==> config.mk <==
export PLATFORM = sky130hd
export DESIGN_NAME = stand_light_pwm_ctrl_flat
export DESIGN_NICKNAME = d
export VERILOG_FILES = /design/src/rtl/stand_light_pwm_ctrl_if.sv /design/src/rtl/stand_light_pwm_ctrl.sv /design/src/flat_wrapper.sv
export SDC_FILE = /design/constraint.sdc
export NUM_CORES = 1
export LEC_CHECK = 0
export CAP_MARGIN = 20
export CORE_UTILIZATION = 35
export CTS_BUF_LIST = sky130_fd_sc_hd__clkbuf_4 sky130_fd_sc_hd__clkbuf_8
export DETAILED_ROUTE_END_ITERATION = 6
export PLACE_DENSITY_LB_ADDON = 0.12
export SLEW_MARGIN = 15
export SYNTH_ARGS = -nofsm -noshare
export SYNTH_HDL_FRONTEND = slang
export SYNTH_SLANG_ARGS = --single-unit
==> constraint.sdc <==
create_clock -name i_clk -period 4.2 [get_ports i_clk]
set_input_delay 0.84 -clock i_clk [delete_from_list [all_inputs] [get_ports i_clk]]
set_output_delay 0.84 -clock i_clk [all_outputs]
set_load 0.005 [all_outputs]
==> src/rtl/stand_light_pwm_ctrl_if.sv <==
// Stand-light controller bus: slow clock and button in, LED drive and level out.
// The master side (clock divider / button / bench) drives the inputs, the
// controller itself is the slave.
interface stand_light_pwm_ctrl_if;
    logic       i_slow_clk;
    logic       i_btn;
    logic       o_light;
    logic [2:0] o_mode;

    modport master (
        output i_slow_clk,
        output i_btn,
        input  o_light,
        input  o_mode
    );

    modport slave (
        input  i_slow_clk,
        input  i_btn,
        output o_light,
        output o_mode
    );
endinterface

==> src/rtl/stand_light_pwm_ctrl.sv <==
// Stand-light PWM controller.
// The divided slow clock is sampled as data and turned into a one-cycle tick.
// A debounced push-button steps a five-level brightness FSM
// (OFF, 25%, 50%, 75%, 100%), and the chosen level is rendered as tick-rate
// PWM on o_light. Duty changes only at a period wrap so no partial periods
// are ever emitted.
// Optional feature macro AUTO_OFF_EN: when defined, an idle counter returns
// the light to OFF after AUTO_OFF_TICKS ticks without a press.
module stand_light_pwm_ctrl #(
    parameter int PWM_PERIOD     = 10,
    parameter int DEBOUNCE_TICKS = 4
`ifdef AUTO_OFF_EN
    ,
    parameter int AUTO_OFF_TICKS = 1000
`endif
) (
    input  logic                         i_clk,
    input  logic                         i_reset,
    stand_light_pwm_ctrl_if.slave        bus
);

    localparam int CNT_W  = (PWM_PERIOD > 1) ? $clog2(PWM_PERIOD) : 1;
    localparam int DUTY_W = $clog2(PWM_PERIOD + 1);
    localparam int DEB_W  = (DEBOUNCE_TICKS > 1) ? $clog2(DEBOUNCE_TICKS) : 1;

    localparam logic [CNT_W-1:0] CNT_LAST = CNT_W'(PWM_PERIOD - 1);
    localparam logic [DEB_W-1:0] DEB_LAST = DEB_W'(DEBOUNCE_TICKS - 1);

    localparam logic [DUTY_W-1:0] DUTY_25  = DUTY_W'((PWM_PERIOD * 1) / 4);
    localparam logic [DUTY_W-1:0] DUTY_50  = DUTY_W'((PWM_PERIOD * 2) / 4);
    localparam logic [DUTY_W-1:0] DUTY_75  = DUTY_W'((PWM_PERIOD * 3) / 4);
    localparam logic [DUTY_W-1:0] DUTY_100 = DUTY_W'(PWM_PERIOD);

    typedef enum logic [2:0] {
        MODE_OFF = 3'd0,
        MODE_25  = 3'd1,
        MODE_50  = 3'd2,
        MODE_75  = 3'd3,
        MODE_100 = 3'd4
    } mode_t;

    logic              slow_s1;
    logic              slow_s2;
    logic              slow_s3;
    logic              tick;

    logic              btn_s1;
    logic              btn_s2;
    logic              btn_stable;
    logic [DEB_W-1:0]  deb_cnt;
    logic              deb_accept;
    logic              rise_accept;
    logic              press;

    mode_t             state;
    mode_t             state_next;
    logic [2:0]        mode_out;
    logic              timeout;

    logic [CNT_W-1:0]  pwm_cnt;
    logic [CNT_W-1:0]  pwm_cnt_next;
    logic [DUTY_W-1:0] duty;
    logic [DUTY_W-1:0] duty_next;
    logic [DUTY_W-1:0] duty_target;
    logic              wrap;
    logic              light_q;

    // Slow clock synchroniser plus history flop for rising-edge detection
    always_ff @(posedge i_clk or posedge i_reset) begin
        if (i_reset) begin
            slow_s1 <= 1'b0;
            slow_s2 <= 1'b0;
            slow_s3 <= 1'b0;
        end else begin
            slow_s1 <= bus.i_slow_clk;
            slow_s2 <= slow_s1;
            slow_s3 <= slow_s2;
        end
    end

    assign tick = slow_s2 & ~slow_s3;

    // Two-flop synchroniser for the raw asynchronous button
    always_ff @(posedge i_clk or posedge i_reset) begin
        if (i_reset) begin
            btn_s1 <= 1'b0;
            btn_s2 <= 1'b0;
        end else begin
            btn_s1 <= bus.i_btn;
            btn_s2 <= btn_s1;
        end
    end

    // A changed level is accepted on the tick that completes the required run;
    // a rising acceptance is what becomes the press pulse one cycle later.
    assign deb_accept  = tick && (btn_s2 != btn_stable) && (deb_cnt == DEB_LAST);
    assign rise_accept = deb_accept && btn_s2;

    // Tick-paced debouncer and registered press pulse
    always_ff @(posedge i_clk or posedge i_reset) begin
        if (i_reset) begin
            btn_stable <= 1'b0;
            deb_cnt    <= '0;
            press      <= 1'b0;
        end else begin
            press <= rise_accept;
            if (tick) begin
                if (btn_s2 == btn_stable) begin
                    deb_cnt <= '0;
                end else if (deb_cnt == DEB_LAST) begin
                    btn_stable <= btn_s2;
                    deb_cnt    <= '0;
                end else begin
                    deb_cnt <= deb_cnt + DEB_W'(1);
                end
            end
        end
    end

`ifdef AUTO_OFF_EN
    localparam logic [15:0] IDLE_LAST = 16'(AUTO_OFF_TICKS - 1);

    logic [15:0] idle_cnt;

    // A rising acceptance on the timeout tick means a press is one cycle away;
    // the timeout is withheld so the press advances the level instead.
    assign timeout = tick && (state != MODE_OFF) && (idle_cnt == IDLE_LAST) && !rise_accept;

    // Idle counter: counts ticks spent lit without a press
    always_ff @(posedge i_clk or posedge i_reset) begin
        if (i_reset) begin
            idle_cnt <= '0;
        end else if (press || (state == MODE_OFF) || timeout) begin
            idle_cnt <= '0;
        end else if (tick) begin
            idle_cnt <= idle_cnt + 16'd1;
        end
    end
`else
    assign timeout = 1'b0;
`endif

    // Mode FSM state register; the state itself is the registered level output
    always_ff @(posedge i_clk or posedge i_reset) begin
        if (i_reset) begin
            state <= MODE_OFF;
        end else begin
            state <= state_next;
        end
    end

    // Mode FSM next-state: one step per press, illegal encodings fall back to OFF
    always_comb begin
        state_next = state;
        case (state)
            MODE_OFF: if (press) state_next = MODE_25;
            MODE_25:  if (press) state_next = MODE_50;
            MODE_50:  if (press) state_next = MODE_75;
            MODE_75:  if (press) state_next = MODE_100;
            MODE_100: if (press) state_next = MODE_OFF;
            default:  state_next = MODE_OFF;
        endcase
        if (!press && timeout) begin
            state_next = MODE_OFF;
        end
    end

    // Mode FSM output: expose the level code
    always_comb begin
        mode_out = state;
    end

    assign bus.o_mode = mode_out;

    // PWM next-state: counter steps per tick, duty reloads from the current
    // (pre-press) level only on the wrap tick
    always_comb begin
        wrap         = tick && (pwm_cnt == CNT_LAST);
        pwm_cnt_next = pwm_cnt;
        if (tick) begin
            pwm_cnt_next = wrap ? '0 : pwm_cnt + CNT_W'(1);
        end
        case (state)
            MODE_25:  duty_target = DUTY_25;
            MODE_50:  duty_target = DUTY_50;
            MODE_75:  duty_target = DUTY_75;
            MODE_100: duty_target = DUTY_100;
            default:  duty_target = '0;
        endcase
        duty_next = wrap ? duty_target : duty;
    end

    // PWM registers and registered LED drive
    always_ff @(posedge i_clk or posedge i_reset) begin
        if (i_reset) begin
            pwm_cnt <= '0;
            duty    <= '0;
            light_q <= 1'b0;
        end else begin
            pwm_cnt <= pwm_cnt_next;
            duty    <= duty_next;
            light_q <= (DUTY_W'(pwm_cnt_next) < duty_next);
        end
    end

    assign bus.o_light = light_q;

endmodule

==> src/flat_wrapper.sv <==
// flat-port wrapper written by rule: the top's interface ports become plain ports
module stand_light_pwm_ctrl_flat 
#(
    parameter int PWM_PERIOD     = 10,
    parameter int DEBOUNCE_TICKS = 4

)
  (i_clk, i_reset, bus_i_slow_clk, bus_i_btn, bus_o_light, bus_o_mode);
  stand_light_pwm_ctrl_if bus_i ();
  input  logic i_clk;
  input  logic i_reset;
  input wire logic [$bits(bus_i.i_slow_clk)-1:0] bus_i_slow_clk;
  input wire logic [$bits(bus_i.i_btn)-1:0] bus_i_btn;
  output wire logic [$bits(bus_i.o_light)-1:0] bus_o_light;
  output wire logic [$bits(bus_i.o_mode)-1:0] bus_o_mode;
  assign bus_i.i_slow_clk = bus_i_slow_clk;
  assign bus_i.i_btn = bus_i_btn;
  assign bus_o_light = bus_i.o_light;
  assign bus_o_mode = bus_i.o_mode;
  stand_light_pwm_ctrl #(.PWM_PERIOD(PWM_PERIOD), .DEBOUNCE_TICKS(DEBOUNCE_TICKS)) u_core (.i_clk(i_clk), .i_reset(i_reset), .bus(bus_i));
endmodule
# After elaboration in Yosys (flattened, before gate mapping)
# Index checks and enable logic that the tools add are counted.
# classes
add_sub_neg,2
multipliers,0
div_mod_pow,0
order_cmp,1
eq_ne,13
shift,0
muxes,12
n_bitwise,3
n_reduce_logical,7
# ops
op,n
one-hot mux 4 bit (4 select lines),1
two-way mux 3 bit,5
one-hot mux 3 bit (5 select lines),1
two-way mux 4 bit,3
!= test 2 x 1 -> 1 bit (second input constant),5
equality test 3 x 2 -> 1 bit (second input constant),2
AND reduction 5 bit,1
adder 4 x 1 -> 4 bit (second input constant),1
equality test 4 bit (second input constant),1
logical AND 1 bit,4
less-than comparator 4 bit,1
two-way mux 2 bit,2
equality test 3 x 1 -> 1 bit (second input constant),1
equality test 3 bit (second input constant),1
logical NOT 3 bit,1
AND reduction 3 bit,1
adder 2 x 1 -> 2 bit (second input constant),1
equality test 2 bit (second input constant),1
NOT 1 bit,2
AND 1 bit,1
equality test 1 bit,1
!= test 1 bit,1
# totals
reg_bits,21
latchBits,0
mem_bits_rw,0
rom_bits,0
input_bits,4
elab_cells,50
memories,0

# Longest topological paths before layout
# Gate-level depths: netlist of the first run.
# depth
word_depth,6
mapped_depth,11
depth_no_buf,10

# Worst setup path before layout of the first run
# No wires, ideal clock.
# synth_path
path_kind,register -> register
from,reg u_core.pwm_cnt[1]
to,"reg u_core.light_q, in the netlist u_core.bus.o_light"
setup_ps,104
arrival_ps,1933
t_required_ps,4096
setup_slack_ps,2164
stages_incl_launch_ff,10
cell_sequence,dfrtp_1 inv_1 ha_1 nand3b_2 or2_1 buf_2 o21a_1 ha_1 and4b_1 o41ai_2
# synth_between
elab_chain_len,5
word_cells_on_any_way,7
classes_between,1 x add/sub; 1 x order compare; 1 x eq/ne; 3 x mux; 1 x reduce/logical
# synth_lines
item,line,rtl
"start, declared",stand_light_pwm_ctrl.sv:60,logic [CNT_W-1:0] pwm_cnt;
"start signal, assigned",stand_light_pwm_ctrl.sv:200,pwm_cnt <= pwm_cnt_next;
"parallel branches: the longest is 4 deep, another holds adder 4 x 1 -> 4 bit",-,
less-than comparator 4 bit *,stand_light_pwm_ctrl.sv:202,light_q <= (DUTY_W'(pwm_cnt_next) < duty_next);
"end signal, assigned",stand_light_pwm_ctrl.sv:202,
"end, declared",stand_light_pwm_ctrl.sv:66,logic light_q;
# Mark *: on every way between the ends.
# A chain may end at the register's enable or synchronous reset.

# Worst setup path in the final report of the first run
# layout_path
from,"reg u_core.state[2], in the netlist u_core.bus.o_mode[2]"
to,out bus_o_mode[2]
# layout_rtl
item,line,rtl
"start, declared",stand_light_pwm_ctrl.sv:55,mode_t state;
"start signal, assigned",stand_light_pwm_ctrl.sv:148,state <= state_next;
"end, declared",flat_wrapper.sv:15,output wire logic [$bits(bus_i.o_mode)-1:0] bus_o_mode;
# No word-level cell between the ends.

==> results by group, run 1 <==
Finish
  • Finished Layout Cells: 125
  • Fin nets: 106
  • Final Core Density: 43.03%
  • Ratio of cells with drive above 1 in the final layout: 13.68%
  • Commonest cells after routing, fill and taps aside: dfrtp_1 (21), nand2_1 (13), clkdlybuf4s50_1 (7)
  • Number of diodes: 0
  • Most common cell after layout, fill and taps aside: dfrtp_1
  • Area Growth Syn to Fin: 12.34%

Floorplan
  • # rows: 18
  • Core area: 0.002567 mm²
  • Num ports: 8
  • Full die area: 0.003026 mm²
  • Die W: 55.01 µm
  • DIE HEIGHT: 55.01 µm
  • Starting Density: 38.30%

Synth
  • Post-synth EDFFs: 0
  • Synth Net Count: 96
  • Sequential-to-total area share from yosys stat: 53.44%
  • Cell Area, Synth: 983.4 µm²
  • Avg Cell Area, Syn: 11.44 µm²
  • Netlist cell types: 33
  • Yosys Warn Count: 0
  • #FFs+latches synth: 21
  • Syn Inst Count: 86
  • Async S/R FF share, synth: 100.0%
  • Top_reg_cell synth: dfrtp_1

STA
  • Slew headroom: 48.64%
  • Max Freq: 447.8 MHz
  • Final hold slack: 367.8 ps
  • Final-report hold violation count: 0
  • Setup TNS: 0 ps
  • Slew Limit Fails: 0
  • RSZ-0062 raised after global routing: no
  • Setup Skew: 6.776 ps
  • Endpoints failing setup: 0
  • Post-layout min period: 2233 ps
  • Final period util: 53.17%
  • Least-Margin Pin Slew: 769.5 ps

Critical path
  • Critical Path AT: 1390 ps
  • Crit start category: register
  • Required time of the critical path: 3360 ps
  • Max incr delay on CP: 570 ps
  • Cells on worst reg2reg path: 7
  • Buf/Inv on CP: 1
  • CP max stage cell: clkdlybuf4s50_1
  • Crit path cell chain: clkdlybuf4s50_1
  • Critical path depth: 1
  • Setup crit end kind: output port
  • Max Fanout on Critical Path: 7
  • CP top delay family: buffers and inverters
  • Crit path kind: register to output port

Power and ir drop
  • Clock network power share: 17.0%
  • Leakage power: 0.4917 nW
  • Sw frac: 33.73%
  • Flop pwr share: 49.4%
  • Combinational power share: 33.6%
  • P_sw: 0.0001968 W
  • Worst vdd ir: 0.2315 mV
  • P_int: 0.0003865 W
  • Pwr per Cell Area: 528.0 mW/mm²

Global route
  • Initial antenna violation count: 0
  • Vias in the first global route: 606
  • GRT Overall Usage: 13.23%
  • Total global routing overflow: 0
  • Global-route wire length before repair: 2725 µm
  • Largest net degree at the start of global routing: 22

Routing
  • Detailed Routing Iterations Pass 1: 4
  • Initial DRC count: 3
  • Via density: 4.760
  • Final wirelength: 1522 µm
  • Drc violations: 0
  • Routed WL per cell: 12.18 µm
  • Antenna-violating nets left: 0
  • Vias: 595

Clock network
  • Clock slew at reported path FFs: 120 ps
  • CTS Hold Bufs: 0
  • Post-CTS Setup Inserts: 0
  • Post_cts resized: 0
  • CTS tree: built
  • H-tree depth: 1
  • CTS Sinks: 21
  • Clock buffer depth: 2
  • Root buf cell: clkbuf_4
  • Clk_lat worst skew: 300 ps
  • CTS Buf Count: 3

Place
  • Inst Count DP: 121
  • Final HPWL DP: 1136 µm
  • IO Port Bufs: 7
  • Gp weighted congestion: 0.7542

Min path
  • WHS Path Cells: 0
  • Worst hold path type: register to register

Run status
  • Status: complete, no violations

Flow run
  • Max Cap Viol: 0
-- flip-flops by register name, summed over array words and instances, names as in the netlist --
register,flops
u_core.duty,4
u_core.pwm_cnt,4
u_core.bus.o_mode,3
u_core.deb_cnt,2
u_core.btn_s1,1
u_core.btn_s2,1
u_core.btn_stable,1
u_core.bus.o_light,1
u_core.press,1
u_core.slow_s1,1
u_core.slow_s2,1
u_core.slow_s3,1
-- power groups by stage --
| stage | registers [W] | clock network, W | logic [W] |
|---|---|---|---|
| 2_1_floorplan | 0.000284 | 0 | 0.000151 |
| 3_3_place_gp | 0.000291 | 0 | 0.000196 |
| 3_5_place_dp | 0.000293 | 0 | 0.000201 |
| 4_1_cts | 0.000288 | 0.000104 | 0.000202 |
| 5_1_grt | 0.000295 | 0.000111 | 0.000231 |
| 6_report | 0.000288 | 0.0000990 | 0.000196 |
-- final timing paths --
check,startpoint,end,slack (ps)
max,u_core.bus.o_mode[2],bus_o_mode[2],1970
min in group asynchronous,i_reset,u_core.btn_stable,960
min,u_core.slow_s1,u_core.slow_s2,370
max reg2reg,u_core.pwm_cnt[0],u_core.bus.o_light,2010
max in group asynchronous,i_reset,u_core.duty[0],2760
min reg2reg,u_core.slow_s1,u_core.slow_s2,370
-- synth_stat cells, types with 2 or more instances --
| cell type | n | area (µm²) |
|---|---|---|
| inv_1 | 3 | 11.26 |
| nor3_1 | 2 | 10.01 |
| and2_1 | 2 | 12.51 |
| o21a_1 | 2 | 15.01 |
| dfrtp_1 | 21 | 525.5 |
| o21ai_0 | 5 | 25.02 |
| nor2_1 | 5 | 18.77 |
| nand2_1 | 13 | 48.80 |
| o21ai_1 | 2 | 10.01 |
| ha_1 | 6 | 75.07 |
| xnor2_1 | 3 | 26.28 |
-- metal layers --
metal	vias to the layer above	GRT usage [%]	routed length, µm
li1	308	-	-
met1	276	17.96	792
met2	9	19.68	678
met3	2	2.459	32
met4	0	7.500	19
met5	-	0	0
-- area by class of cell --
cell class	count	area, µm²
Fill cell	260	1463
Sequential cell	21	525.5
Multi-Input combinational cell	59	426.7
Timing Repair Buffer	7	70.07
Tap cell	30	37.54
Clock buffer	3	22.52
Inverter	4	15.01
Clock inverter	1	7.507
-- kinds of logic (layout without fill, tap and decap cells) --
logic type	Yosys count	after routing	share of synthesized area, %
fa+ha+maj	6	6	7.633
compound gates	14	14	10.31
mux	2	2	2.163
simple gates	33	33	19.72
flops	21	21	53.43
buf+inv	6	15	3.180
xor+xnor	4	4	3.563
-- per-stage QoR --
stage	total power, W	cell area, µm²	setup slack, ps
floorplan	0.0004351	983.4	2164
finish	0.0005833	1105	1967
global route	0.0006374	1105	1845
global placement	0.0004863	1075	2084
CTS	0.0005939	1105	1941
detailed placement	0.0004944	1075	2028
Note: power is estimated with default switching activity, not from simulation.
==> run 2: changes to the inputs <==
==> constraint.sdc (replaced) <==
create_clock -name i_clk -period 2.3 [get_ports i_clk]
set_input_delay 0.46 -clock i_clk [delete_from_list [all_inputs] [get_ports i_clk]]
set_output_delay 0.46 -clock i_clk [all_outputs]
set_load 0.005 [all_outputs]
==> run 2 against run 1 <==
Against the previous run: sequential cell count did not move; worst setup slack got worse by 1800 ps; final area rose by 1.4%; count of clock-buffer cells in the layout rose by 1; critical endpoint is now u_core.bus.o_light; highest routed layer unchanged.
==> results by group, run 2 (synthesis results as in run 1) <==
Global route
  • M2 GR Usage: 20.48% (+0.80 points)
  • GRT Overall Usage: 13.06% (-0.17 points)
  • Total global routing overflow: 0 (unchanged)
  • Vias in the first global route: 640 (+5.6%)
  • Initial antenna violation count: 0 (unchanged)
  • Largest net degree at the start of global routing: 22 (unchanged)
  • Met3 Use GR: 1.639% (-0.82 points)
  • Busiest grt layer: met2
  • Met1 Resource Use GR: 17.79% (-0.17 points)
  • Global-route wire length before repair: 2794 µm (+2.5%)

Critical path
  • Crit path cell chain: ha_1 > nand3b_2 > or2_1 > o21a_1 > ha_1 > and4b_1 > o41ai_2
  • Setup crit end kind: register
  • Most frequent CP cell: ha_1
  • Crit path capture: u_core.bus.o_light
  • Max Fanout on Critical Path: 9 (+2)
  • Critical Path AT: 2310 ps (+920 ps)
  • Buf/Inv on CP: 0 (-1)
  • Crit start category: register
  • CP max stage cell: dfrtp_1
  • Crit path from: u_core.pwm_cnt[0]
  • RR Endpoint: u_core.bus.o_light
  • Required time of the critical path: 2510 ps (-850 ps)
  • Cells on worst reg2reg path: 7 (unchanged)
  • Max incr delay on CP: 470 ps (-100 ps)
  • Critical path depth: 7 (+6)
  • Crit path kind: register to register
  • Worst flop-to-flop path startpoint: u_core.pwm_cnt[0]
  • CP top delay family: simple AND/OR/NAND/NOR gates
  • R2r setup slk: 200 ps (-1810 ps)

Power and ir drop
  • Pwr per Cell Area: 963.9 mW/mm² (+83%)
  • Worst vdd ir: 0.4308 mV (+86%)
  • Pwr Total: 0.001079 W (+85%)
  • Sw frac: 32.63% (-1.1 points)
  • Flop pwr share: 48.8% (-0.6 points)
  • P_int: 0.0007272 W (+88%)
  • Combinational power share: 34.2% (+0.6 points)
  • P_sw: 0.0003522 W (+79%)
  • Leakage power: 0.5052 nW (+2.8%)
  • Clock network power share: 17.0% (about the same)

STA
  • Least-Margin Pin Slew: 288.4 ps (-481.1 ps)
  • Final worst slack: 198.8 ps (-1768 ps)
  • Final period util: 91.36%
  • Slew headroom: 80.57% (+32 points)
  • Slew Limit Fails: 0 (unchanged)
  • Post-layout min period: 2101 ps
  • RSZ-0062 raised after global routing: no
  • Endpoints failing setup: 0 (unchanged)
  • Max Freq: 475.9 MHz
  • Setup TNS: 0 ps (unchanged)
  • Setup Skew: 7.758 ps (+0.9819 ps)
  • Final-report hold violation count: 0 (unchanged)

Routing
  • Initial DRC count: 5 (+2)
  • Routed WL per cell: 12.02 µm (-1.3%)
  • Antenna-violating nets left: 0 (unchanged)
  • Drc violations: 0 (unchanged)
  • Vias: 644 (+8.2%)
  • Detailed Routing Iterations Pass 1: 3 (-1)
  • Final wirelength: 1526 µm (+0.26%)
  • Via density: 5.071 (+6.5%)

Floorplan
  • Starting Density: 38.30% (unchanged)
  • Full die area: 0.003026 mm² (unchanged)
  • Die W: 55.01 µm (unchanged)
  • Core area: 0.002567 mm² (unchanged)
  • Num ports: 8 (unchanged)
  • # rows: 18 (unchanged)
  • DIE HEIGHT: 55.01 µm (unchanged)

Run status
  • Status: complete, no violations

Min path
  • Worst hold path type: register to register

Clock network
  • Clk_lat worst skew: 300 ps (about the same)
  • Post_cts resized: 0 (unchanged)
  • CTS Hold Bufs: 0 (unchanged)
  • Root buf cell: clkbuf_4
  • CTS Buf Count: 3 (unchanged)
  • Post-CTS Setup Inserts: 0 (unchanged)
  • CTS Sinks: 21 (unchanged)
  • Clock slew at reported path FFs: 110 ps (about the same)
  • Clock buffer depth: 2 (unchanged)
  • CTS tree: built
  • H-tree depth: 1 (unchanged)

Finish
  • Area Growth Syn to Fin: 13.87%
  • Number of diodes: 0 (unchanged)
  • Most common cell after layout, fill and taps aside: dfrtp_1
  • Fin nets: 108 (+1.9%)
  • Commonest cells after routing, fill and taps aside: dfrtp_1 (21), nand2_1 (13), clkdlybuf4s50_1 (7)
  • Ratio of cells with drive above 1 in the final layout: 15.46% (+1.8 points)

Place
  • IO Port Bufs: 7 (unchanged)
  • Final HPWL DP: 1119 µm (-1.5%)
  • Gp weighted congestion: 0.7209 (-4.4%)
  • Pre-CTS setup slack: 223.1 ps (-1805 ps)

Flow run
  • Max Cap Viol: 0 (unchanged)
run 2: changes by cell type in the layout (fill, tap and decap cells not counted):
cell / previous run / this run
buf_4: 0 / 2
clkbuf_4: 3 / 4
clkinvlp_4: 1 / 0
run 2: how the worst min path moves through the flow:
stage                     depth (start not counted)           start             end
after global placement                            0  u_core.slow_s1  u_core.slow_s2
final                                             0   u_core.btn_s1   u_core.btn_s2
after CTS                                         0   u_core.btn_s1   u_core.btn_s2
after floorplan                                   0   u_core.btn_s1   u_core.btn_s2
after detailed placement                          0   u_core.btn_s1   u_core.btn_s2
after global routing                              0   u_core.btn_s1   u_core.btn_s2
run 2: worst reg2reg max path: cells and delay by family (launching register included):
kind            cells  cell delay, ps
fa+ha+maj           2             490
simple gates        3             630
compound gates      2             420
flops               1             470
run 2: power by group through the flow:
stage                     Sequential (W)  Clock, W  Combinational (W)
after floorplan                 0.000519         0           0.000275
after global placement          0.000530         0           0.000368
after detailed placement        0.000534         0           0.000375
after CTS                       0.000527  0.000195           0.000376
after global routing            0.000542  0.000212           0.000427
final                           0.000527  0.000184           0.000369
run 2: layer usage:
layer  routed length (µm)  part of all wire, %
met1                  754                   49
met2                  723                   47
met3                   25                  1.6
met4                   23                  1.5
met5                    0                    0
run 2: layout make-up:
type	count	area, µm²
Multi-Input combinational cell	59	426.7
Clock buffer	4	30.03
Inverter	4	15.01
Timing Repair Buffer	9	85.08
Fill cell	264	1448
Sequential cell	21	525.5
Tap cell	30	37.54
run 2: through the flow:
stage | instances | hold slack [ps] | instance area [µm²] | util [%]
after global placement | 123 | 335.2 | 1090 | 42.45
after floorplan | 86 | 331.2 | 983.4 | -
final | 127 | 358.8 | 1120 | 43.62
after detailed placement | 123 | 338.1 | 1090 | 42.45
after global routing | 127 | 380.4 | 1120 | 43.62
after CTS | 127 | 364.7 | 1120 | 43.62
